## src/rtl/scan_ctrl_pkg.sv

```systemverilog
// -----------------------------------------------------------------------------
// scan_ctrl_pkg
//   Shared types and constants for the scan test controller.
//   - scan_state_e      : controller FSM states
//   - NBART_SHIFT/FUNC  : encodings of the chain NbarT pin (1 = shift, 0 = functional)
//   - MISR_POLY_DEFAULT : default feedback polynomial for the optional signature MISR
// -----------------------------------------------------------------------------
package scan_ctrl_pkg;

    typedef enum logic [2:0] {
        IDLE,
        SHIFT,
        CAPTURE,
        WAIT,
        DRAIN,
        RESP
    } scan_state_e;

    localparam logic NBART_SHIFT = 1'b1;
    localparam logic NBART_FUNC  = 1'b0;

    localparam logic [15:0] MISR_POLY_DEFAULT = 16'h1021;

endpackage

```

## src/rtl/scan_test_controller_if.sv

```systemverilog
// -----------------------------------------------------------------------------
// scan_test_controller_if
//   Pattern / response handshake bundle between the stimulus source and the
//   scan test controller.
//   Signals:
//     pat_valid, pat_ready, pat_data[CHAIN_LEN], pat_last : pattern channel
//     rsp_valid, rsp_ready, rsp_data[CHAIN_LEN]           : response channel
//   Modports:
//     master : stimulus source / response consumer
//     slave  : the controller
// -----------------------------------------------------------------------------
interface scan_test_controller_if #(
    parameter int CHAIN_LEN = 17
);
    logic                 pat_valid;
    logic                 pat_ready;
    logic [CHAIN_LEN-1:0] pat_data;
    logic                 pat_last;
    logic                 rsp_valid;
    logic                 rsp_ready;
    logic [CHAIN_LEN-1:0] rsp_data;

    modport master (
        output pat_valid, pat_data, pat_last, rsp_ready,
        input  pat_ready, rsp_valid, rsp_data
    );

    modport slave (
        input  pat_valid, pat_data, pat_last, rsp_ready,
        output pat_ready, rsp_valid, rsp_data
    );
endinterface

```

## src/rtl/scan_misr.sv

```systemverilog
// -----------------------------------------------------------------------------
// scan_misr
//   Serial-input signature register (Galois form). Each enabled cycle the
//   register shifts left by one; when the MSB xor the incoming bit is 1 the
//   polynomial is folded in, so the input bit enters through POLY[0].
//   Ports:
//     clk  in            clock
//     rst  in            synchronous active-high reset (clears signature)
//     clr  in            synchronous clear (start of a new run)
//     en   in            fold din into the signature this cycle
//     din  in            serial data bit
//     sig  out [MISR_W]  current signature
// -----------------------------------------------------------------------------
module scan_misr #(
    parameter int                MISR_W    = 16,
    parameter logic [MISR_W-1:0] MISR_POLY = 16'h1021
) (
    input  logic              clk,
    input  logic              rst,
    input  logic              clr,
    input  logic              en,
    input  logic              din,
    output logic [MISR_W-1:0] sig
);

    logic [MISR_W-1:0] sig_reg;
    logic [MISR_W-1:0] step_val;
    logic              feedback;

    assign feedback = sig_reg[MISR_W-1] ^ din;

    for (genvar gi = 0; gi < MISR_W; gi++) begin : g_bit
        if (gi == 0) begin : g_lsb
            assign step_val[gi] = MISR_POLY[gi] & feedback;
        end else begin : g_upper
            assign step_val[gi] = sig_reg[gi-1] ^ (MISR_POLY[gi] & feedback);
        end
    end

    always_ff @(posedge clk) begin
        if (rst || clr) begin
            sig_reg <= '0;
        end else if (en) begin
            sig_reg <= step_val;
        end
    end

    assign sig = sig_reg;

endmodule

```

## src/rtl/scan_test_controller.sv

```systemverilog
// -----------------------------------------------------------------------------
// scan_test_controller
//   Sequences scan test of a CHAIN_LEN-flop scan chain: accepts parallel
//   patterns, shifts them in serially (bit0 first), issues one functional
//   capture cycle, and unloads the captured response while the next pattern
//   shifts in. The final response is unloaded by a drain pass.
//
//   Ports:
//     clk, rst          clock, synchronous active-high reset
//     bus (slave)       pattern / response handshake (scan_test_controller_if)
//     nbar_t            chain NbarT (1 = shift, 0 = functional)
//     chain_ce          chain clock enable
//     si / so           serial data into / out of the chain
//     pat_cnt           captures since reset (wraps)
//     busy              controller not idle
//     done              one-cycle pulse at the end of a run
//     sig_valid,
//     signature         (SCAN_MISR_EN only) run signature and its valid level
//
//   Build option: define SCAN_MISR_EN to compress the unloaded stream into a
//   MISR instead of returning per-pattern responses on rsp_*.
// -----------------------------------------------------------------------------
module scan_test_controller
    import scan_ctrl_pkg::*;
#(
    parameter int CHAIN_LEN = 17,
    parameter int CNT_W     = 16
`ifdef SCAN_MISR_EN
    ,
    parameter int                MISR_W    = 16,
    parameter logic [MISR_W-1:0] MISR_POLY = MISR_W'(MISR_POLY_DEFAULT)
`endif
) (
    input  logic                         clk,
    input  logic                         rst,
    scan_test_controller_if.slave        bus,
    output logic                         nbar_t,
    output logic                         chain_ce,
    output logic                         si,
    input  logic                         so,
    output logic [CNT_W-1:0]             pat_cnt,
    output logic                         busy,
    output logic                         done
`ifdef SCAN_MISR_EN
    ,
    output logic                         sig_valid,
    output logic [MISR_W-1:0]            signature
`endif
);

    localparam int              BIT_W    = $clog2(CHAIN_LEN);
    localparam logic [BIT_W-1:0] LAST_BIT = BIT_W'(CHAIN_LEN - 1);

    scan_state_e          state_reg, state_next;
    logic [CHAIN_LEN-1:0] shreg_reg, shreg_next;
    logic [BIT_W-1:0]     bit_cnt_reg, bit_cnt_next;
    logic [CNT_W-1:0]     pat_cnt_reg, pat_cnt_next;
    logic                 have_rsp_reg, have_rsp_next;
    logic                 last_q_reg, last_q_next;
    // Remembers whether RESP was entered after a drain (run ends) or after
    // an overlapped shift (a capture of the new pattern is still owed).
    logic                 from_drain_reg, from_drain_next;
    logic                 done_reg, done_next;

    logic                 pat_ready_c;
    logic                 nbar_t_c;
    logic                 chain_ce_c;
    logic                 si_c;

`ifdef SCAN_MISR_EN
    logic                 sig_valid_reg, sig_valid_next;
    logic                 misr_clr;
    logic                 misr_en;
`else
    logic                 rsp_valid_c;
`endif

    always_ff @(posedge clk) begin
        if (rst) begin
            state_reg      <= IDLE;
            shreg_reg      <= '0;
            bit_cnt_reg    <= '0;
            pat_cnt_reg    <= '0;
            have_rsp_reg   <= 1'b0;
            last_q_reg     <= 1'b0;
            from_drain_reg <= 1'b0;
            done_reg       <= 1'b0;
`ifdef SCAN_MISR_EN
            sig_valid_reg  <= 1'b0;
`endif
        end else begin
            state_reg      <= state_next;
            shreg_reg      <= shreg_next;
            bit_cnt_reg    <= bit_cnt_next;
            pat_cnt_reg    <= pat_cnt_next;
            have_rsp_reg   <= have_rsp_next;
            last_q_reg     <= last_q_next;
            from_drain_reg <= from_drain_next;
            done_reg       <= done_next;
`ifdef SCAN_MISR_EN
            sig_valid_reg  <= sig_valid_next;
`endif
        end
    end

    always_comb begin
        state_next      = state_reg;
        shreg_next      = shreg_reg;
        bit_cnt_next    = bit_cnt_reg;
        pat_cnt_next    = pat_cnt_reg;
        have_rsp_next   = have_rsp_reg;
        last_q_next     = last_q_reg;
        from_drain_next = from_drain_reg;
        done_next       = 1'b0;
        pat_ready_c     = 1'b0;
        nbar_t_c        = NBART_FUNC;
        chain_ce_c      = 1'b0;
        si_c            = 1'b0;
`ifdef SCAN_MISR_EN
        sig_valid_next  = sig_valid_reg;
        misr_clr        = 1'b0;
        misr_en         = 1'b0;
`else
        rsp_valid_c     = 1'b0;
`endif

        case (state_reg)
            IDLE, WAIT: begin
                pat_ready_c = 1'b1;
                if (bus.pat_valid) begin
                    shreg_next   = bus.pat_data;
                    last_q_next  = bus.pat_last;
                    bit_cnt_next = '0;
                    state_next   = SHIFT;
`ifdef SCAN_MISR_EN
                    sig_valid_next = 1'b0;
                    // Only the first pattern of a run starts a fresh signature.
                    misr_clr       = (state_reg == IDLE);
`endif
                end
            end

            SHIFT, DRAIN: begin
                nbar_t_c     = NBART_SHIFT;
                chain_ce_c   = 1'b1;
                si_c         = (state_reg == SHIFT) ? shreg_reg[0] : 1'b0;
                // so is the chain output before this edge, i.e. the bit
                // being displaced by si; it enters shreg from the top so the
                // first unloaded bit ends up in bit0.
                shreg_next   = {so, shreg_reg[CHAIN_LEN-1:1]};
                bit_cnt_next = bit_cnt_reg + 1'b1;
`ifdef SCAN_MISR_EN
                misr_en      = have_rsp_reg;
`endif
                if (bit_cnt_reg == LAST_BIT) begin
                    bit_cnt_next = '0;
`ifdef SCAN_MISR_EN
                    have_rsp_next = 1'b0;
                    if (state_reg == SHIFT) begin
                        state_next = CAPTURE;
                    end else begin
                        state_next     = IDLE;
                        done_next      = 1'b1;
                        sig_valid_next = 1'b1;
                    end
`else
                    if (have_rsp_reg) begin
                        state_next      = RESP;
                        from_drain_next = (state_reg == DRAIN);
                    end else if (state_reg == SHIFT) begin
                        state_next = CAPTURE;
                    end else begin
                        state_next = IDLE;
                    end
`endif
                end
            end

            CAPTURE: begin
                nbar_t_c      = NBART_FUNC;
                chain_ce_c    = 1'b1;
                pat_cnt_next  = pat_cnt_reg + 1'b1;
                have_rsp_next = 1'b1;
                bit_cnt_next  = '0;
                state_next    = last_q_reg ? DRAIN : WAIT;
            end

            RESP: begin
                // Chain is frozen here: the next pattern already sits in it.
`ifndef SCAN_MISR_EN
                rsp_valid_c = 1'b1;
`endif
                if (bus.rsp_ready) begin
                    have_rsp_next = 1'b0;
                    if (from_drain_reg) begin
                        state_next = IDLE;
                        done_next  = 1'b1;
                    end else begin
                        state_next = CAPTURE;
                    end
                end
            end

            default: begin
                state_next = IDLE;
            end
        endcase
    end

    // Control outputs are forced low while rst is high so the chain stops
    // in the very cycle reset is asserted.
    assign bus.pat_ready = pat_ready_c & ~rst;
    assign nbar_t        = nbar_t_c & ~rst;
    assign chain_ce      = chain_ce_c & ~rst;
    assign si            = si_c & ~rst;
    assign busy          = (state_reg != IDLE) & ~rst;
    assign done          = done_reg & ~rst;
    assign pat_cnt       = pat_cnt_reg;

`ifdef SCAN_MISR_EN
    assign bus.rsp_valid = 1'b0;
    assign bus.rsp_data  = '0;
    assign sig_valid     = sig_valid_reg & ~rst;

    scan_misr #(
        .MISR_W    (MISR_W),
        .MISR_POLY (MISR_POLY)
    ) u_misr (
        .clk (clk),
        .rst (rst),
        .clr (misr_clr),
        .en  (misr_en),
        .din (so),
        .sig (signature)
    );
`else
    assign bus.rsp_valid = rsp_valid_c & ~rst;
    assign bus.rsp_data  = shreg_reg;
`endif

endmodule
```

## src/flat_wrapper.sv

```systemverilog
// flat-port wrapper written by rule: the top's interface ports become plain ports
module scan_test_controller_flat import scan_ctrl_pkg::*;
#(
    parameter int CHAIN_LEN = 17,
    parameter int CNT_W     = 16

)
  (clk, rst, nbar_t, chain_ce, si, so, pat_cnt, busy, done, bus_pat_valid, bus_pat_data, bus_pat_last, bus_rsp_ready, bus_pat_ready, bus_rsp_valid, bus_rsp_data);
  scan_test_controller_if #(.CHAIN_LEN(CHAIN_LEN)) bus_i ();
  input  logic clk;
  input  logic rst;
  output logic nbar_t;
  output logic chain_ce;
  output logic si;
  input  logic so;
  output logic [CNT_W-1:0] pat_cnt;
  output logic busy;
  output logic done;
  input wire logic [$bits(bus_i.pat_valid)-1:0] bus_pat_valid;
  input wire logic [$bits(bus_i.pat_data)-1:0] bus_pat_data;
  input wire logic [$bits(bus_i.pat_last)-1:0] bus_pat_last;
  input wire logic [$bits(bus_i.rsp_ready)-1:0] bus_rsp_ready;
  output wire logic [$bits(bus_i.pat_ready)-1:0] bus_pat_ready;
  output wire logic [$bits(bus_i.rsp_valid)-1:0] bus_rsp_valid;
  output wire logic [$bits(bus_i.rsp_data)-1:0] bus_rsp_data;
  assign bus_i.pat_valid = bus_pat_valid;
  assign bus_i.pat_data = bus_pat_data;
  assign bus_i.pat_last = bus_pat_last;
  assign bus_i.rsp_ready = bus_rsp_ready;
  assign bus_pat_ready = bus_i.pat_ready;
  assign bus_rsp_valid = bus_i.rsp_valid;
  assign bus_rsp_data = bus_i.rsp_data;
  scan_test_controller #(.CHAIN_LEN(CHAIN_LEN), .CNT_W(CNT_W)) u_core (.clk(clk), .rst(rst), .bus(bus_i), .nbar_t(nbar_t), .chain_ce(chain_ce), .si(si), .so(so), .pat_cnt(pat_cnt), .busy(busy), .done(done));
endmodule
```

## config.mk

```make
export PLATFORM = sky130hd
export DESIGN_NAME = scan_test_controller_flat
export DESIGN_NICKNAME = d
export VERILOG_FILES = /design/src/rtl/scan_ctrl_pkg.sv /design/src/rtl/scan_test_controller_if.sv /design/src/rtl/scan_misr.sv /design/src/rtl/scan_test_controller.sv /design/src/flat_wrapper.sv
export SDC_FILE = /design/constraint.sdc
export NUM_CORES = 1
export LEC_CHECK = 0
export CORE_MARGIN = 1.5
export CORE_UTILIZATION = 50
export DETAILED_ROUTE_END_ITERATION = 6
export DONT_BUFFER_PORTS = 1
export GPL_TIMING_DRIVEN = 0
export PLACE_DENSITY = 0.68
export SKIP_LAST_GASP = 1
export SYNTH_ARGS = -nofsm -noshare
export SYNTH_HDL_FRONTEND = slang
export SYNTH_SLANG_ARGS = --single-unit
```

## constraint.sdc

```tcl
create_clock -name clk -period 2 [get_ports clk]
set_input_delay 0.4 -clock clk [delete_from_list [all_inputs] [get_ports clk]]
set_output_delay 0.4 -clock clk [all_outputs]
set_load 0.005 [all_outputs]
```

==> results.md <==
- DR iter-0 viols: 83
- Slew of the pin with the lowest slew margin: 514.5 ps
- Final WS setup: 37.18 ps
- Global placement routability congestion: 0.7950
- DRT Wirelength: about 5200 µm
- Area of the multi-input gates: 1315 µm²
- WP data required: approximately 2200 ps
- Clk pin slew, worst setup/hold paths: roughly 90 ps
- Area growth syn-to-layout: 13.21%
- Final Hold Vio Count: 0
- Number of max-cap violations: 0
- Total CTS buffers: 5
- Worst rel slew slack: 65.70%
- Antenna Nets Post-Route: 0
- Register area: 902.1 µm²
- R2r worst-path depth: 6
- Fill count: about 380
- Die X: 70.28 µm
- Syn Nets: approximately 290
- Hold_sp: bus_rsp_ready
- Number of diodes: 0
- Flop-to-flop setup slack: about 37 ps
- Peak Freq: 0.5095 GHz
- Slew Viols, Final: 0
- Synthesis Warnings: 0
- Crit Path Class: reg2reg
- Post-Route Utilization: 58.85%
- Period utilization: 98.14%
- WP data arrival: 2200 ps
- Tmin final: 1963 ps
- Final clock skew: 10.22 ps
- Post-DP HPWL: 3620 µm
- Die area: between 4000 and 5000 µm²
- Sequential fraction of the synthesis area: 39.80%
- Static leakage: 0.0009033 µW
- Area contributors post-synth: dfxtp_1 (40%), mux2i_1 (8.4%), a211oi_1 (6.6%)
- Netlist cell types: 44
- Worst setup slack after placement: -59.93 ps
- Row cnt: 24
- Wire length per cell: 16.09 µm
- CP Max Fanout: 9
- Post-Syn Instances: 259
- Setup violators final: 0
- Cell area after placement: 2328 µm²
- Ys async rst share: 0%
- Tightest Hold Check Type: in2reg
- Syn_area_per_cell: around 9 µm²
- Top-count cell post-synth: dfxtp_1
- WHS: 254.8 ps
- Nets: 298
- Mapped Area: 2263 µm²
- Share of cells above drive strength 1: a little over an eighth
- Top_reg_cell synth: dfxtp_1
- FF+latch count, synth: 45
- CTS root buffer: clkbuf_8
- Synth cell count leaders: dfxtp_1 (45), nor2_1 (36), a211oi_1 (20), mux2i_1 (19), a21oi_1 (14)
- Final instance area: roughly 2600 µm²
- Largest net degree at the start of global routing: 15
- Cell taking the most area after synthesis: dfxtp_1
- Max FFs per register: 17
- WHS Path Cells: 1
- Max VDD drop: 0.0008704 V
- Synth top area share: 39.80%
- R2R Path Start: u_core.state_reg[1]
- CTS tree: done
- Crit start category: register
- PnR Total Power: 3728 µW
- Post-synth EDFFs: 0
- First-pass GRT wire length: 8514 µm
- GRT Total Usage: 21.11%
- Port Buffer Count: 0
- Initial antenna violation count: 0
- Drt first pass iters: 4
- CTS HTree Levels: 2
- Hold endpoint: u_core.done_reg
- Status: completed
- Clock Latency Late Sink: 300 ps
- Vias in the first global route: 1850
- Core Footprint: 4354 µm²
- Starting density of the core: approximately half
- CP Capture Type: register
- GR Overflow Total: 0
- Reg2reg end: u_core.pat_cnt[14]
- Clock Path Buffers: 2
- Residual DRC: 0
- IO Pins: 63
- Pwr dens: 1455 nW/µm²
- RSZ-0062 raised after global routing: yes
- Routed vias: 1926
- Via density: 5.926
- Clock sinks: 45
- Chip height: around 70 µm
-- logic make-up (layout without fill, tap and decap cells) --
group	after synthesis	count (layout)	share of synthesized area (%)
flops	45	45	39.80
simple gates	103	103	24.54
compound gates	55	55	16.80
fa+ha+maj	3	3	1.659
mux	19	19	8.402
xor+xnor	10	10	3.869
buf+inv	24	38	4.920
-- where the power goes --
part	switching [µW]	internal, µW	total (µW)
clock	318	375	694
combinational	992	773	1760
sequential	179	1090	1270
-- through the flow --
stage | TNS [ps] | cells
finish | 0 | 325
global route | -84.61 | 325
CTS | -119.6 | 320
detailed placement | -561.6 | 311
global placement | -249.4 | 311
floorplan | 0 | 259
-- layout make-up --
class | count | area share (%)
Sequential cell | 45 | 35.21
Inverter | 7 | 1.025
Clock buffer | 6 | 2.832
Timing Repair Buffer | 6 | 1.758
Buffer | 17 | 3.809
Clock inverter | 2 | 1.514
Multi-Input combinational cell | 190 | 51.32
Tap cell | 52 | 2.539
-- placed cells by master, fill, tap and decap left out, types with 2 or more instances in the layout --
master / instances
a211oi_1: 20
a21oi_1: 14
a221o_1: 2
and3_1: 2
and4_1: 2
buf_4: 8
buf_6: 2
clkbuf_1: 6
clkbuf_2: 5
clkbuf_8: 5
dfxtp_1: 44
ha_1: 3
inv_1: 7
mux2i_1: 19
nand2_1: 13
nand3_1: 9
nand4_1: 4
nor2_1: 35
nor2b_1: 4
nor3_1: 7
nor3b_1: 3
nor4bb_2: 2
o211ai_1: 2
o21ai_0: 5
o31ai_1: 6
or3_1: 3
or4_1: 7
xnor2_1: 3
xor2_1: 6
-- how the worst max path moves through the flow --
stage	from	endpoint	slack, ps
6_report	u_core.state_reg[1]	u_core.pat_cnt[14]	40
3_5_place_dp	u_core.state_reg[0]	u_core.bus.rsp_data[9]	-60
2_1_floorplan	u_core.state_reg[1]	u_core.pat_cnt[14]	140
3_3_place_gp	u_core.state_reg[0]	u_core.bus.rsp_data[12]	-50
5_1_grt	u_core.state_reg[2]	chain_ce	-40
4_1_cts	u_core.state_reg[2]	chain_ce	-120
-- metal layers --
metal	track usage [%]	routed length [µm]	up-vias
met5	0	0	-
met4	6.838	79	0
met3	6.638	323	8
met2	33.33	2384	41
met1	27.40	2441	908
li1	-	-	969
-- repair_timing --
action / in CTS / in global routing
pin swaps: 1 / 1
endpoints found under the setup margin: 17 / 28
setup buffers: 1 / 5
hold buffers: 0 / 0
resized for setup: 4 / 20
gates cloned: 0 / 0
-- worst max-delay path: stages (launching register included) --
cell and delay (ps):
dfxtp_1 340, buf_6 140, or3b_4 410, or2_1 250
buf_6 130, or4_1 490, a21oi_1 140
Note: power is estimated with default switching activity, not from simulation.
